===== config.mk =====
export PLATFORM = sky130hd
export DESIGN_NAME = axil_wr_arbiter
export DESIGN_NICKNAME = d
export VERILOG_FILES = /design/src/rtl/axil_wr_arbiter.sv
export SDC_FILE = /design/constraint.sdc
export NUM_CORES = 1
export LEC_CHECK = 0
export BUFFER_PORTS_ARGS = -buffer_cell sky130_fd_sc_hd__buf_2
export CELL_PAD_IN_SITES_DETAIL_PLACEMENT = 1
export CELL_PAD_IN_SITES_GLOBAL_PLACEMENT = 2
export CORE_AREA = 2 2 172 157
export DETAILED_ROUTE_END_ITERATION = 10
export DIE_AREA = 0 0 174 159
export PLACE_DENSITY_LB_ADDON = 0.15
export SETUP_SLACK_MARGIN = 0.3
export SLEW_MARGIN = 25
export SYNTH_ARGS = -nofsm -noshare
export SYNTH_HDL_FRONTEND = slang
export SYNTH_SLANG_ARGS = --single-unit

===== constraint.sdc =====
create_clock -name aclk -period 6.87 [get_ports aclk]
set_clock_uncertainty 0.1 [all_clocks]
set_input_delay 0.3435 -clock aclk [delete_from_list [all_inputs] [get_ports aclk]]
set_output_delay 0.3435 -clock aclk [all_outputs]
set_load 0.02 [all_outputs]

===== src/rtl/axil_wr_arbiter.sv =====
// Per-slave AXI-Lite write-channel arbiter: fixed-priority or round-robin grant,
// held from issue until the slave's B handshake completes.
//
// state | meaning
// IDLE  | no grant held; a non-zero request loads the winner on the next edge
// BUSY  | grant locked; released only by s_bvalid_i & s_bready_i
module axil_wr_arbiter #(
    parameter int NUMBER_MASTER = 32,
    parameter int ARBITER       = 1,
    localparam int ID_WIDTH     = $clog2(NUMBER_MASTER)
) (
    input  logic                     aclk,
    input  logic                     aresetn,
    input  logic [NUMBER_MASTER-1:0] req_i,
    input  logic                     s_bvalid_i,
    input  logic                     s_bready_i,
    output logic [NUMBER_MASTER-1:0] grant_o,
    output logic [ID_WIDTH-1:0]      grant_id_o,
    output logic                     grant_vld_o
);

    typedef enum logic {
        IDLE = 1'b0,
        BUSY = 1'b1
    } state_t;

    state_t                   state, state_nxt;
    logic [ID_WIDTH-1:0]      rr_ptr, rr_ptr_nxt;
    logic [NUMBER_MASTER-1:0] grant_nxt;
    logic [ID_WIDTH-1:0]      grant_id_nxt;
    logic                     grant_vld_nxt;
    logic                     found;
    logic [ID_WIDTH-1:0]      winner;
    logic [ID_WIDTH-1:0]      winner_inc;

    // Circular search starting at rr_ptr; fixed priority always starts at 0.
    always_comb begin
        int start;
        int idx;
        found  = 1'b0;
        winner = '0;
        start  = (ARBITER != 0) ? int'(rr_ptr) : 0;
        for (int i = 0; i < NUMBER_MASTER; i++) begin
            idx = start + i;
            if (idx >= NUMBER_MASTER) begin
                idx = idx - NUMBER_MASTER;
            end
            if (!found && req_i[idx]) begin
                found  = 1'b1;
                winner = ID_WIDTH'(idx);
            end
        end
        winner_inc = (int'(winner) == NUMBER_MASTER - 1) ? '0 : winner + 1'b1;
    end

    always_comb begin
        state_nxt     = state;
        rr_ptr_nxt    = rr_ptr;
        grant_nxt     = grant_o;
        grant_id_nxt  = grant_id_o;
        grant_vld_nxt = grant_vld_o;
        case (state)
            IDLE: begin
                if (found) begin
                    state_nxt     = BUSY;
                    grant_nxt     = NUMBER_MASTER'(1) << winner;
                    grant_id_nxt  = winner;
                    grant_vld_nxt = 1'b1;
                    if (ARBITER != 0) begin
                        rr_ptr_nxt = winner_inc;
                    end
                end
            end
            BUSY: begin
                if (s_bvalid_i && s_bready_i) begin
                    state_nxt     = IDLE;
                    grant_nxt     = '0;
                    grant_vld_nxt = 1'b0;
                end
            end
            default: begin
                state_nxt     = IDLE;
                grant_nxt     = '0;
                grant_vld_nxt = 1'b0;
            end
        endcase
    end

    always_ff @(posedge aclk) begin
        if (!aresetn) begin
            state       <= IDLE;
            rr_ptr      <= '0;
            grant_o     <= '0;
            grant_id_o  <= '0;
            grant_vld_o <= 1'b0;
        end else begin
            state       <= state_nxt;
            rr_ptr      <= rr_ptr_nxt;
            grant_o     <= grant_nxt;
            grant_id_o  <= grant_id_nxt;
            grant_vld_o <= grant_vld_nxt;
        end
    end

endmodule


# Word-level counts from Yosys, hierarchy flattened
# Index checks and enable logic that the tools add are counted.
totals:
  in_bits: 36
  elab_cells: 405
  out_inout_bits: 38
  register_bits: 44
classes:
  n_lt_le_gt_ge: 64
  mux: 202
  n_reduce_logical: 65
  eq_ne: 3
  n_shift: 1
  add_sub_neg: 64
  n_bitwise: 1
op_table:
  columns: ["op", "n"]
  rows:
  - ["two-way mux 32 bit", 34]
  - ["less-than comparator 32 x 7 -> 1 bit (second input constant)", 32]
  - ["subtractor 6 x 6 -> 7 bit (second input constant)", 31]
  - ["greater-or-equal comparator 6 bit (second input constant)", 31]
  - ["two-way mux 5 bit", 33]
  - ["binary-select mux 1 bit (select 5 bit)", 32]
  - ["two-way mux 1 bit", 100]
  - ["adder 5 x 5 -> 6 bit (second input constant)", 16]
  - ["case mux 32 bit (2 select lines)", 1]
  - ["adder 5 x 4 -> 6 bit (second input constant)", 8]
  - ["logical AND 1 bit", 32]
  - ["left shift 1 x 5 -> 32 bit (first input constant)", 1]
  - ["zero test 1 bit", 31]
  - ["adder 5 x 3 -> 6 bit (second input constant)", 4]
  - ["adder 5 x 2 -> 6 bit (second input constant)", 2]
  - ["subtractor 5 x 6 -> 7 bit (second input constant)", 1]
  - ["adder 5 x 1 -> 6 bit (second input constant)", 1]
  - ["greater-or-equal comparator 5 x 6 -> 1 bit (second input constant)", 1]
  - ["adder 5 x 1 -> 5 bit (second input constant)", 1]
  - ["== test 5 x 1 -> 1 bit (second input constant)", 1]
  - ["case mux 1 bit (2 select lines)", 2]
  - ["AND reduction 2 bit", 2]
  - ["!= test 2 x 1 -> 1 bit (second input constant)", 1]
  - ["!= test 2 bit (second input constant)", 1]
  - ["NOT 1 bit", 1]

# Logic depth before layout (Yosys ltp)
# Gate-level depths: netlist of run 1.
depth:
  word_depth: 102
  depth_mapped: 27
  mapped_depth_nobuf: 19

# Worst setup path after synthesis of run 1
# OpenSTA, ideal clock, no wires.
synth_timing:
  path_type: "reg2reg"
  startpoint: "reg rr_ptr[0]"
  endpoint: "reg rr_ptr[3]"
  setup_ps: 88
  stages_incl_launch_ff: 27
  n_path_buf: 8
  required_ps: 6682
  setup_slack_ps: 497
  synth_period_minus_slack_ps: 6373
  arrival_ps: 6185
  cell_sequence: "dfxtp_1 inv_2 buf_4 buf_4 buf_1 clkbuf_1 ha_1 buf_2 clkbuf_1 mux4_2 mux4_2 mux2i_1 and4_1 nand3_2 buf_2 nor3_1 buf_2 o31ai_1 o221a_1 o21ai_1 a21o_1 inv_1 ha_1 and3_1 ha_1 nand3b_1 o32ai_2"
synth_between:
  elab_chain_cells: 101
  word_cells_on_any_way: 353
  classes_between: "64 x add/sub; 32 x order compare; 1 x eq/ne; 193 x mux; 63 x reduce/logical"
synth_lines:
  columns: ["item", "line_no", "rtl"]
  rows:
  - ["start: declaration", "28", "logic [ID_WIDTH-1:0] rr_ptr, rr_ptr_nxt;"]
  - ["start signal: assignment", "98", "rr_ptr <= rr_ptr_nxt;"]
  - ["parallel branches: the longest is 98 deep, another holds subtractor 6 x 6 -> 7 bit", null, null]
  - ["two-way mux 5 bit *", "48", "if (!found && req_i[idx]) begin"]
  - ["net winner[1]", "33", "logic [ID_WIDTH-1:0] winner;"]
  - ["adder 5 x 1 -> 5 bit or == test 5 x 1 -> 1 bit (tied branches)", "53", "winner_inc = (int'(winner) == NUMBER_MASTER - 1) ? '0 : winner + 1'b1;"]
  - ["two-way mux 5 bit *", "53", null]
# Mark *: on every way through the listed nets, which the timed path passes. The select of a mux whose other input is x is not followed.
# A chain may end at the register's enable or synchronous reset.

# Worst setup path in the final report of run 1
layout_timing:
  startpoint: "reg rr_ptr[2]"
  endpoint: "reg rr_ptr[3]"
layout_between:
  elab_chain_cells: 101
  word_cells_on_any_way: 353
  classes_between: "64 x add/sub; 32 x order compare; 1 x eq/ne; 193 x mux; 63 x reduce/logical"
layout_lines:
  columns: ["item"]
  rows:
  - ["parallel branches: the longest is 101 deep, another holds subtractor 6 x 6 -> 7 bit"]
# Parallel ways; which one is timed is not known. The select of a mux whose other input is x is not followed.

==> out/qor.tcl, run 1 <==
set qor(slew_viol_final) 0
set qor(initial_utilization) 0.345
set qor(status) {completed}
set qor(arrival_ns) 6.32
set qor(number_of_nets_in_the_layout) 1163
set qor(drive_gt1_frac) 0.276
set qor(reg2regPathDepth) 18
set qor(timing.setup.critical_path_class) {flop to flop}
set qor(die_wd_um) 174
set qor(cts.clk_slew.worst_paths_ns) 0.07
set qor(yosys.cell_types.count) 89
set qor(area_growth_pct) 12.4
set qor(worstSetupEndpointType) {flop}
set qor(cts_num_sinks) 44
set qor(r2r_slack_ns) 0.64
set qor(antenna_cells) 0
set qor(ys_top_cells_by_area) {sky130_fd_sc_hd__mux4_2 (24%), sky130_fd_sc_hd__dfxtp_1 (9.9%), sky130_fd_sc_hd__mux2i_1 (8.3%)}
set qor(initial_antenna_violation_count) 0
set qor(post-route-period-util) 0.907
set qor(largest_net_degree_at_the_start_of_global_routing) 80
set qor(proportion_of_synthesized_chip_area_in_sequential_cells) 0.0990
set qor(worst_skew_late_latency_ns) 0.28
set qor(root_buffer) {sky130_fd_sc_hd__clkbuf_16}
set qor(synth.avg_cell_area_um2) 8.53
set qor(design.die.area_um2) 27700
set qor(crit_path_max_fanout) 10
set qor(async_flop_share) 0
set qor(io_buffer_count) 73
set qor(synth_compound_area_frac) 0.230
set qor(final_count_of_negative_setup_slack_endpoints) 0
set qor(met3WireLength_um) 4150
set qor(detailedRoute.firstPassIterationCount) 5
set qor(holdPathStages) 4
set qor(yosys_most_used_dff) {sky130_fd_sc_hd__dfxtp_1}
set qor(max_clock_freq_mhz) 160
set qor(global_route.overflow_total) 0
set qor(layout.area.seq_um2) 888
set qor(via_count_of_the_first_global_routing_pass) 9437
set qor(synth_mux_area_frac) 0.362
set qor(floorplan.io_pins) 74
set qor(timing.max_cap.violations) 0
set qor(grt_first_pass_wirelength_um) 63600
set qor(tritoncts_clock_tree) {yes}
set qor(fp.dieH_um) 159
set qor(vias) 9588
set qor(drt-met1-wl_um) 18900
set qor(slew-limit-headroom) 0.365
set qor(filler_cell_count) 3101
set qor(rsz0062_at_grt) {no}
set qor(synth.top_cells.by_count) {sky130_fd_sc_hd__nand2_1 (111), sky130_fd_sc_hd__mux4_2 (93), sky130_fd_sc_hd__nor2_1 (88)}
set qor(hold_start) {s_bvalid_i}
set qor(finalCriticalPeriod_ns) 6.23
set qor(worstPathRequired_ns) 6.96
set qor(yosys.area_share.xor_xnor) 0.0323
set qor(synth_most_common_cell) {sky130_fd_sc_hd__nand2_1}
set qor(std_cell_rows) 56
set qor(number_of_buffers_inserted_during_clock_tree_synthesis) 5
set qor(drt-wirelength-per-cell_um) 29.2
set qor(synth_top_cell_area_share) 0.235
set qor(gpl.final_weighted_congestion) 0.972
set qor(synth_warnings) 0
set qor(ant_nets) 0
set qor(synth_top_area_cell) {sky130_fd_sc_hd__mux4_2}
set qor(timing.critical_path.from_type) {flop}
set qor(timing_worst_slew_pin_value_ns) 0.943
set qor(mappedNetlistArea_um2) 8900
set qor(synth-simple-area-share) 0.191
set qor(synth_enable_flop_cells) 0
set qor(fp.coreArea_um2) 25800
set qor(post-cts-setup-buffers) 0
set qor(dpl.hpwl_um) 33700
set qor(finalHoldViolCount) 0
set qor(area_used_by_multi_input_combinational_logic_um2) 7510
set qor(cts_max_level) 2
set qor(grt_usage) 0.301
set qor(post-route-drc-count) 0
set qor(synth.ff_latch_count) 44
set qor(routed_via_density) 6.58
set qor(drt_iter0_drc) 1089
set qor(max-clock-path-buffers) 2
set qor(wl_met2_um) 18400
set qor(synthesis.nets) 1098
set qor(finalWirelength_um) 42600
set qor(hold_path_class) {input pin to flop}
set qor(r2r_end) {rr_ptr[3]$_SDFFE_PN0P_}
set qor(hold_path_end) {grant_vld_o$_SDFFE_PN0P_}
set qor(post_synth_fa_ha_maj_area_fraction) 0.0267
set qor(highest-signal-layer) {met4}
set qor(regToRegStartpoint) {rr_ptr[2]$_SDFFE_PN0P_}
set qor(postSynthCellCount) 1043
set qor(tns_ns) 0
set qor(synth_top_family_by_area) {multiplexers}
[cells in the final DEF, fill, tap and decap left out, drive strengths merged, types with 4 or more instances in the layout]
| cell | Yosys | layout |
|---|---|---|
| nor3 | 24 | 24 |
| buf | 41 | 133 |
| mux2 | 34 | 34 |
| nor2 | 89 | 89 |
| a32o | 15 | 15 |
| nand4 | 8 | 8 |
| o21a | 7 | 7 |
| a21oi | 56 | 56 |
| o31ai | 6 | 6 |
| xor2 | 6 | 6 |
| and3 | 9 | 9 |
| or3 | 9 | 9 |
| nand2 | 111 | 111 |
| o211a | 5 | 5 |
| clkbuf | 34 | 5 |
| ha | 19 | 19 |
| a221oi | 6 | 6 |
| o22ai | 17 | 17 |
| nor4b | 4 | 4 |
| a31oi | 11 | 11 |
| a211oi | 13 | 13 |
| mux2i | 74 | 74 |
| dfxtp | 44 | 44 |
| and2 | 9 | 9 |
| inv | 40 | 41 |
| nor4 | 10 | 10 |
| mux4 | 93 | 93 |
| o21ai | 57 | 57 |
| o32ai | 4 | 4 |
| a21boi | 9 | 9 |
| a32oi | 7 | 7 |
| a21o | 6 | 6 |
| nand2b | 9 | 9 |
| nand3 | 26 | 26 |
| a22o | 13 | 13 |
| a22oi | 7 | 7 |
| o211ai | 20 | 20 |
| xnor2 | 26 | 26 |
| or2 | 11 | 11 |
| nor2b | 13 | 13 |
[sequential cells by signal, indices dropped and copies added (netlist names)]
register / flops
state: 1
grant_vld_o: 1
grant_o: 32
grant_id_o: 5
rr_ptr: 5
[metal layers]
layer | GRT usage | vias to the layer above
li1 | - | 4191
met1 | 0.435 | 4848
met2 | 0.455 | 485
met3 | 0.0666 | 64
met4 | 0.0783 | 0
met5 | 0 | -
[worst max-delay path, stage by stage, from the launching register on]
cell and delay (ns):
sky130_fd_sc_hd__dfxtp_2 0.34, sky130_fd_sc_hd__inv_1 0.41, sky130_fd_sc_hd__ha_1 0.49, sky130_fd_sc_hd__a21boi_0 0.44
sky130_fd_sc_hd__xnor2_1 0.17, sky130_fd_sc_hd__buf_4 0.22, sky130_fd_sc_hd__mux2i_1 0.44, sky130_fd_sc_hd__mux2_2 0.35
sky130_fd_sc_hd__nor3b_2 0.39, sky130_fd_sc_hd__or4b_4 0.56, sky130_fd_sc_hd__nor2_2 0.27, sky130_fd_sc_hd__nand3_1 0.38
sky130_fd_sc_hd__o221ai_1 0.30, sky130_fd_sc_hd__a31o_2 0.23, sky130_fd_sc_hd__nand2_1 0.16, sky130_fd_sc_hd__and3_1 0.23
sky130_fd_sc_hd__ha_1 0.19, sky130_fd_sc_hd__nand3b_1 0.18, sky130_fd_sc_hd__o32ai_2 0.26
[through the flow]
step | instance area, um^2 | utilization | instances | hold slack, ns | setup WS (ns)
after global routing | 10000 | 0.388 | 1457 | 0.374 | 0.302
final | 10000 | 0.388 | 1457 | 0.305 | 0.639
after detailed placement | 9810 | 0.380 | 1449 | 0.342 | 0.693
after global placement | 9810 | 0.380 | 1449 | 0.337 | 0.754
after CTS | 9980 | 0.387 | 1457 | 0.302 | 0.657
after floorplan | 8900 | - | 1043 | 0.345 | 0.497
[what timing repair did]
item | in CTS | in global routing
endpoints found under the setup margin | 0 | 4
gates resized for setup | 0 | 4
hold buffers | 0 | 0
[area by class of cell]
type	instances	area share
Timing Repair Buffer	133	0.0841
Tap cell	348	0.0436
Clock buffer	5	0.0125
Multi-Input combinational cell	883	0.751
Inverter	41	0.0154
Sequential cell	44	0.0889
Clock inverter	3	0.00463
[worst max-delay path by stage]
stage / to / depth (start not counted) / slack (ns) / startpoint
floorplan: rr_ptr[3]$_SDFFE_PN0P_ / 26 / 0.50 / rr_ptr[0]$_SDFFE_PN0P_
global placement: rr_ptr[3]$_SDFFE_PN0P_ / 18 / 0.75 / rr_ptr[1]$_SDFFE_PN0P_
detailed placement: rr_ptr[3]$_SDFFE_PN0P_ / 20 / 0.69 / rr_ptr[1]$_SDFFE_PN0P_
CTS: rr_ptr[3]$_SDFFE_PN0P_ / 20 / 0.66 / rr_ptr[1]$_SDFFE_PN0P_
global route: rr_ptr[3]$_SDFFE_PN0P_ / 19 / 0.30 / rr_ptr[1]$_SDFFE_PN0P_
finish: rr_ptr[3]$_SDFFE_PN0P_ / 18 / 0.64 / rr_ptr[2]$_SDFFE_PN0P_
[cells by family (layout without fill, tap and decap cells)]
family / after synthesis / after routing
compound gates: 288 / 288
fa+ha+maj: 19 / 19
xor+xnor: 32 / 32
buf+inv: 116 / 182
flops: 44 / 44
mux: 201 / 201
simple gates: 343 / 343
Power of run 1 is not shown: default switching activity piles up to over one toggle a cycle in this logic, so the estimate is an artifact.
==> inputs of run 2 (changes only) <==
--- a/config.mk
+++ b/config.mk
@@ -5,12 +5,13 @@
 export SDC_FILE = /design/constraint.sdc
 export NUM_CORES = 1
 export LEC_CHECK = 0
+export ABC_AREA = 1
 export BUFFER_PORTS_ARGS = -buffer_cell sky130_fd_sc_hd__buf_2
 export CELL_PAD_IN_SITES_DETAIL_PLACEMENT = 1
 export CELL_PAD_IN_SITES_GLOBAL_PLACEMENT = 2
-export CORE_AREA = 2 2 172 157
+export CORE_AREA = 2 2 158 144
 export DETAILED_ROUTE_END_ITERATION = 10
-export DIE_AREA = 0 0 174 159
+export DIE_AREA = 0 0 160 146
 export PLACE_DENSITY_LB_ADDON = 0.15
 export SETUP_SLACK_MARGIN = 0.3
 export SLEW_MARGIN = 25
==> out/qor.tcl, run 2 <==
set qor(ys_top_cells_by_area) {sky130_fd_sc_hd__nand2_1 (21%), sky130_fd_sc_hd__nand3_1 (19%), sky130_fd_sc_hd__dfxtp_1 (15%)}
set qor(worstSetupEndpointType) {flop}
set qor(synth_top_area_cell) {sky130_fd_sc_hd__nand2_1}
set qor(drive_gt1_frac) 0.141
set qor(max_flop_register) {grant_o}
set qor(timing.critical_path.mode_cell) {sky130_fd_sc_hd__nor2_4}
set qor(number_of_flip_flops_in_the_largest_register) 32
set qor(tritoncts_clock_tree) {yes}
set qor(drt-wirelength-per-cell_um) 19.7
set qor(synth_enable_flop_cells) 0
set qor(grt_usage) 0.242
set qor(area_growth_pct) 14.1
set qor(worst_skew_late_latency_ns) 0.29
set qor(finalCriticalPeriod_ns) 6.11
set qor(final_cell_mix) {sky130_fd_sc_hd__nand2_1 (331), sky130_fd_sc_hd__nand3_1 (222), sky130_fd_sc_hd__inv_1 (107)}
set qor(worstPathRequired_ns) 6.93
set qor(gpl.final_weighted_congestion) 0.935
set qor(tns_ns) 0
set qor(fp.coreArea_um2) 21600
set qor(largestRegisters) {grant_o: 32 flops, grant_id_o: 5 flops, rr_ptr: 5 flops}
set qor(regToRegStartpoint) {rr_ptr[1]$_SDFFE_PN0P_}
set qor(number_of_buffers_inserted_during_clock_tree_synthesis) 5
set qor(floorplan.io_pins) 74
set qor(postSynthCellCount) 1085
set qor(mappedNetlistArea_um2) 5990
set qor(timing.max_cap.violations) 0
set qor(die_wd_um) 160
set qor(initial_utilization) 0.278
set qor(reg2regPathDepth) 33
set qor(yosys_most_used_dff) {sky130_fd_sc_hd__dfxtp_1}
set qor(number_of_nets_in_the_layout) 1200
set qor(yosys.cell_types.count) 44
set qor(timing.critical_path.from_type) {flop}
set qor(critPathTopFamily) {simple AND/OR/NAND/NOR gates}
set qor(timing.critical_path.from) {rr_ptr[1]$_SDFFE_PN0P_}
set qor(synth_warnings) 0
set qor(post-route-drc-count) 0
set qor(final_common_cell) {sky130_fd_sc_hd__nand2_1}
set qor(r2r_slack_ns) 0.76
set qor(detailedRoute.firstPassIterationCount) 4
set qor(critPathCapture) {rr_ptr[4]$_SDFFE_PN0P_}
set qor(via_count_of_the_first_global_routing_pass) 7270
set qor(max_clock_freq_mhz) 164
set qor(finalWirelength_um) 28400
set qor(ant_nets) 0
set qor(timing.setup.critical_path_class) {flop to flop}
set qor(cts.clk_slew.worst_paths_ns) 0.06
set qor(dpl.hpwl_um) 23400
set qor(cts_num_sinks) 44
set qor(routed_via_density) 5.16
set qor(global_route.overflow_total) 0
set qor(drt_iter0_drc) 498
set qor(rsz0062_at_grt) {no}
set qor(synth_top_cell_area_share) 0.207
set qor(r2r_end) {rr_ptr[4]$_SDFFE_PN0P_}
set qor(path_depth) 33
set qor(critPathMaxStageDelay_ns) 0.41
set qor(root_buffer) {sky130_fd_sc_hd__clkbuf_16}
set qor(critical_path.n_buffers_inverters) 3
set qor(max-clock-path-buffers) 2
set qor(finalHoldViolCount) 0
set qor(final_count_of_negative_setup_slack_endpoints) 0
set qor(io_buffer_count) 73
set qor(arrival_ns) 6.17
set qor(critical-path-slowest-cell) {sky130_fd_sc_hd__buf_4}
set qor(synth_most_common_cell) {sky130_fd_sc_hd__nand2_1}
set qor(proportion_of_synthesized_chip_area_in_sequential_cells) 0.147
set qor(hold_path_class) {input pin to flop}
set qor(async_flop_share) 0
set qor(post-route-period-util) 0.889
set qor(fp.dieH_um) 146
set qor(synthesis.nets) 1140
set qor(synth.avg_cell_area_um2) 5.52
set qor(std_cell_rows) 51
set qor(initial_antenna_violation_count) 0
set qor(status) {completed}
set qor(cts_max_level) 2
set qor(vias) 7412
set qor(synth.top_cells.by_count) {sky130_fd_sc_hd__nand2_1 (331), sky130_fd_sc_hd__nand3_1 (222), sky130_fd_sc_hd__inv_1 (107)}
set qor(largest_net_degree_at_the_start_of_global_routing) 41
set qor(synth.ff_latch_count) 44
set qor(post-cts-setup-buffers) 0
set qor(timing_worst_slew_pin_value_ns) 0.800
set qor(grt_first_pass_wirelength_um) 43600
set qor(crit_path_max_fanout) 36
set qor(design.die.area_um2) 23400
set qor(slew-limit-headroom) 0.451
set qor(antenna_cells) 0
set qor(slew_viol_final) 0
run 2: cell types whose count changed after synthesis, sizes merged, moves of 34 or more:
cell   delta
nand2   +226
nand3   +198
mux4     -93
inv      +84
mux2i    -72
mux2     -34
run 2: cell families after synthesis:
logic type      after synthesis  share of synthesized area
compound gates              124                      0.114
flops                        44                      0.147
fa+ha+maj                    19                     0.0397
simple gates                710                      0.540
buf+inv                     168                      0.120
xor+xnor                     18                     0.0364
mux                           2                    0.00334
run 2: final cells by class:
cell class / instances / area, um^2
fill: 2996 / 14700
timing repair buffer: 95 / 534
sequential: 44 / 883
clock buffer: 5 / 125
clock inverter: 3 / 42.5
multi-input combinational: 873 / 4410
inverter: 126 / 473
tap: 291 / 364
run 2: routing by layer:
layer	up-vias	routed length [um]	global-route usage
met1	3557	14800	0.365
met4	0	433	0.0441
li1	3691	-	-
met2	141	11800	0.361
met3	23	1370	0.0399
met5	-	0	0
run 2: through the flow:
| stage | setup slack [ns] | utilization | area (um^2) | instances | hold slack, ns |
|---|---|---|---|---|---|
| 2_1_floorplan | 1.43 | - | 5990 | 1085 | 0.384 |
| 3_3_place_gp | 0.580 | 0.308 | 6640 | 1429 | 0.353 |
| 3_5_place_dp | 0.527 | 0.308 | 6640 | 1429 | 0.355 |
| 4_1_cts | 0.464 | 0.316 | 6810 | 1437 | 0.281 |
| 5_1_grt | 0.307 | 0.317 | 6840 | 1437 | 0.297 |
| 6_report | 0.760 | 0.317 | 6840 | 1437 | 0.289 |
run 2: timing repair:
| item | CTS | global route |
|---|---|---|
| resized for setup | 0 | 7 |
| hold buffers | 0 | 0 |
| endpoints found under the setup margin | 0 | 34 |
| hold endpoints to repair | 0 | 0 |
run 2: how the worst min path moves through the flow:
stage / startpoint / endpoint / slack, ns / cells past startpoint
global route: aresetn / grant_id_o[0]$_SDFFE_PN0P_ / 0.30 / 3
finish: aresetn / grant_id_o[0]$_SDFFE_PN0P_ / 0.29 / 3
global placement: grant_o[19]$_SDFFE_PN0P_ / grant_o[19]$_SDFFE_PN0P_ / 0.35 / 2
floorplan: state$_SDFF_PN0_ / state$_SDFF_PN0_ / 0.38 / 2
detailed placement: grant_o[27]$_SDFFE_PN0P_ / grant_o[27]$_SDFFE_PN0P_ / 0.35 / 2
CTS: aresetn / grant_id_o[0]$_SDFFE_PN0P_ / 0.28 / 3
run 2: tightest hold or removal path, cell delays in order:
cell and delay, ns:
sky130_fd_sc_hd__buf_2 0.16, sky130_fd_sc_hd__o21ai_0 0.09, sky130_fd_sc_hd__a21oi_1 0.04
Power of run 2 is left out for the same reason.
==> inputs of run 3 (changes only) <==
--- a/config.mk
+++ b/config.mk
@@ -12,7 +12,7 @@
 export CORE_AREA = 2 2 158 144
 export DETAILED_ROUTE_END_ITERATION = 10
 export DIE_AREA = 0 0 160 146
-export PLACE_DENSITY_LB_ADDON = 0.15
+export PLACE_DENSITY = 0.9
 export SETUP_SLACK_MARGIN = 0.3
 export SLEW_MARGIN = 25
 export SYNTH_ARGS = -nofsm -noshare
==> out/qor.tcl, run 3 (synthesis gave the netlist of run 2 again) <==
set qor(status) {completed}
set qor(number_of_buffers_inserted_during_clock_tree_synthesis) 5
set qor(dpl.hpwl_um) 21200
set qor(cts.clk_slew.worst_paths_ns) 0.07
set qor(finalCriticalPeriod_ns) 6.09
set qor(largestRegisters) {grant_o: 32 flops, grant_id_o: 5 flops, rr_ptr: 5 flops}
set qor(timing.critical_path.from) {rr_ptr[3]$_SDFFE_PN0P_}
set qor(std_cell_rows) 51
set qor(tritoncts_clock_tree) {yes}
set qor(die_wd_um) 160
set qor(initial_utilization) 0.278
set qor(gpl.final_weighted_congestion) 0.963
set qor(critical-path-slowest-cell) {sky130_fd_sc_hd__dfxtp_2}
set qor(drt_iter0_drc) 722
set qor(crit_path_max_fanout) 20
set qor(slew_viol_final) 0
set qor(largest_net_degree_at_the_start_of_global_routing) 41
set qor(arrival_ns) 6.17
set qor(root_buffer) {sky130_fd_sc_hd__clkbuf_16}
set qor(routed_via_density) 5.22
set qor(critPathMaxStageDelay_ns) 0.64
set qor(worstPathRequired_ns) 6.95
set qor(global_route.overflow_total) 0
set qor(grt_usage) 0.227
set qor(hold_path_class) {input pin to flop}
set qor(max-clock-path-buffers) 2
set qor(area_growth_pct) 14.0
set qor(postCtsHoldBufs) 0
set qor(filler_cell_count) 3029
set qor(timing.max_cap.violations) 0
set qor(drive_gt1_frac) 0.137
set qor(tns_ns) 0
set qor(worstSetupEndpointType) {flop}
set qor(number_of_flip_flops_in_the_largest_register) 32
set qor(timing.critical_path.from_type) {flop}
set qor(timing_worst_slew_pin_value_ns) 1.01
set qor(final_count_of_negative_setup_slack_endpoints) 0
set qor(design.die.area_um2) 23400
set qor(hold_start) {aresetn}
set qor(detailedRoute.firstPassIterationCount) 5
set qor(regToRegStartpoint) {rr_ptr[3]$_SDFFE_PN0P_}
set qor(finalHoldViolCount) 0
set qor(number_of_nets_in_the_layout) 1196
set qor(drt-wirelength-per-cell_um) 18.5
set qor(initial_antenna_violation_count) 0
set qor(timing.setup.critical_path_class) {flop to flop}
set qor(rsz0062_at_grt) {no}
set qor(antenna_cells) 0
set qor(grt_first_pass_wirelength_um) 41700
set qor(post-route-period-util) 0.887
set qor(final_cell_mix) {sky130_fd_sc_hd__nand2_1 (331), sky130_fd_sc_hd__nand3_1 (222), sky130_fd_sc_hd__inv_1 (107)}
set qor(cts_num_sinks) 44
set qor(floorplan.io_pins) 74
set qor(slew-limit-headroom) 0.323
set qor(fp.dieH_um) 146
set qor(cts_max_level) 2
set qor(vias) 7484
set qor(max_flop_register) {grant_o}
set qor(ant_nets) 0
set qor(post-route-drc-count) 0
set qor(fp.coreArea_um2) 21600
set qor(via_count_of_the_first_global_routing_pass) 7397
set qor(max_clock_freq_mhz) 164
set qor(final_common_cell) {sky130_fd_sc_hd__nand2_1}
set qor(worst_skew_late_latency_ns) 0.30
set qor(io_buffer_count) 73
set qor(fin_util) 0.317
set qor(finalWirelength_um) 26500
==> run 3: cell types whose count changed in the layout (fill, tap and decap cells not counted), sizes merged <==
cell and delta:
buf -4
==> run 3: timing repair <==
action,4_1_cts,5_1_grt
gates resized for setup,0,12
buffers inserted,0,2
setup endpoints to repair,0,40
==> run 3: path summary, 6_finish.rpt <==
path | to | slack [ns] | depth (start not counted)
max | rr_ptr[0]$_SDFFE_PN0P_ | 0.78 | 33
min | rr_ptr[4]$_SDFFE_PN0P_ | 0.27 | 3
max reg2reg | rr_ptr[0]$_SDFFE_PN0P_ | 0.78 | 33
min reg2reg | grant_o[2]$_SDFFE_PN0P_ | 0.36 | 2
==> run 3: per-stage QoR <==
step           setup slack [ns]  instance area (um^2)  hold WS (ns)  std cells
5_1_grt                   0.302                  6830         0.300       1433
2_1_floorplan              1.43                  5990         0.384       1085
3_3_place_gp              0.473                  6600         0.356       1423
6_report                  0.777                  6830         0.274       1433
4_1_cts                   0.467                  6770         0.267       1431
3_5_place_dp              0.488                  6600         0.358       1423
==> run 3: final cells by class <==
type	count	area, um^2	area share
flip-flops and latches	44	882	0.129
repair buffers	91	512	0.0749
clock buffers	5	125	0.0183
well taps	291	364	0.0533
multi-input cells	873	4420	0.647
inverters	126	478	0.0700
clock inverters	3	46.3	0.00678
==> run 3: routing by layer <==
layer | up-vias | global-route usage | routed length [um]
li1 | 3676 | - | -
met1 | 3582 | 0.319 | 12500
met2 | 212 | 0.368 | 11900
met3 | 14 | 0.0430 | 1970
met4 | 0 | 0.0342 | 187
met5 | - | 0 | 0
==> run 3: critical path: cells and delay by family, from the launching register on <==
kind	cells	cell delay, ns
AO/OA/AOI/OAI	1	0.19
adder cells (fa/ha/maj)	2	0.66
flip-flops	1	0.64
buffers and inverters	3	0.89
AND/OR/NAND/NOR	27	3.47
Power of run 3 is left out for the same reason.
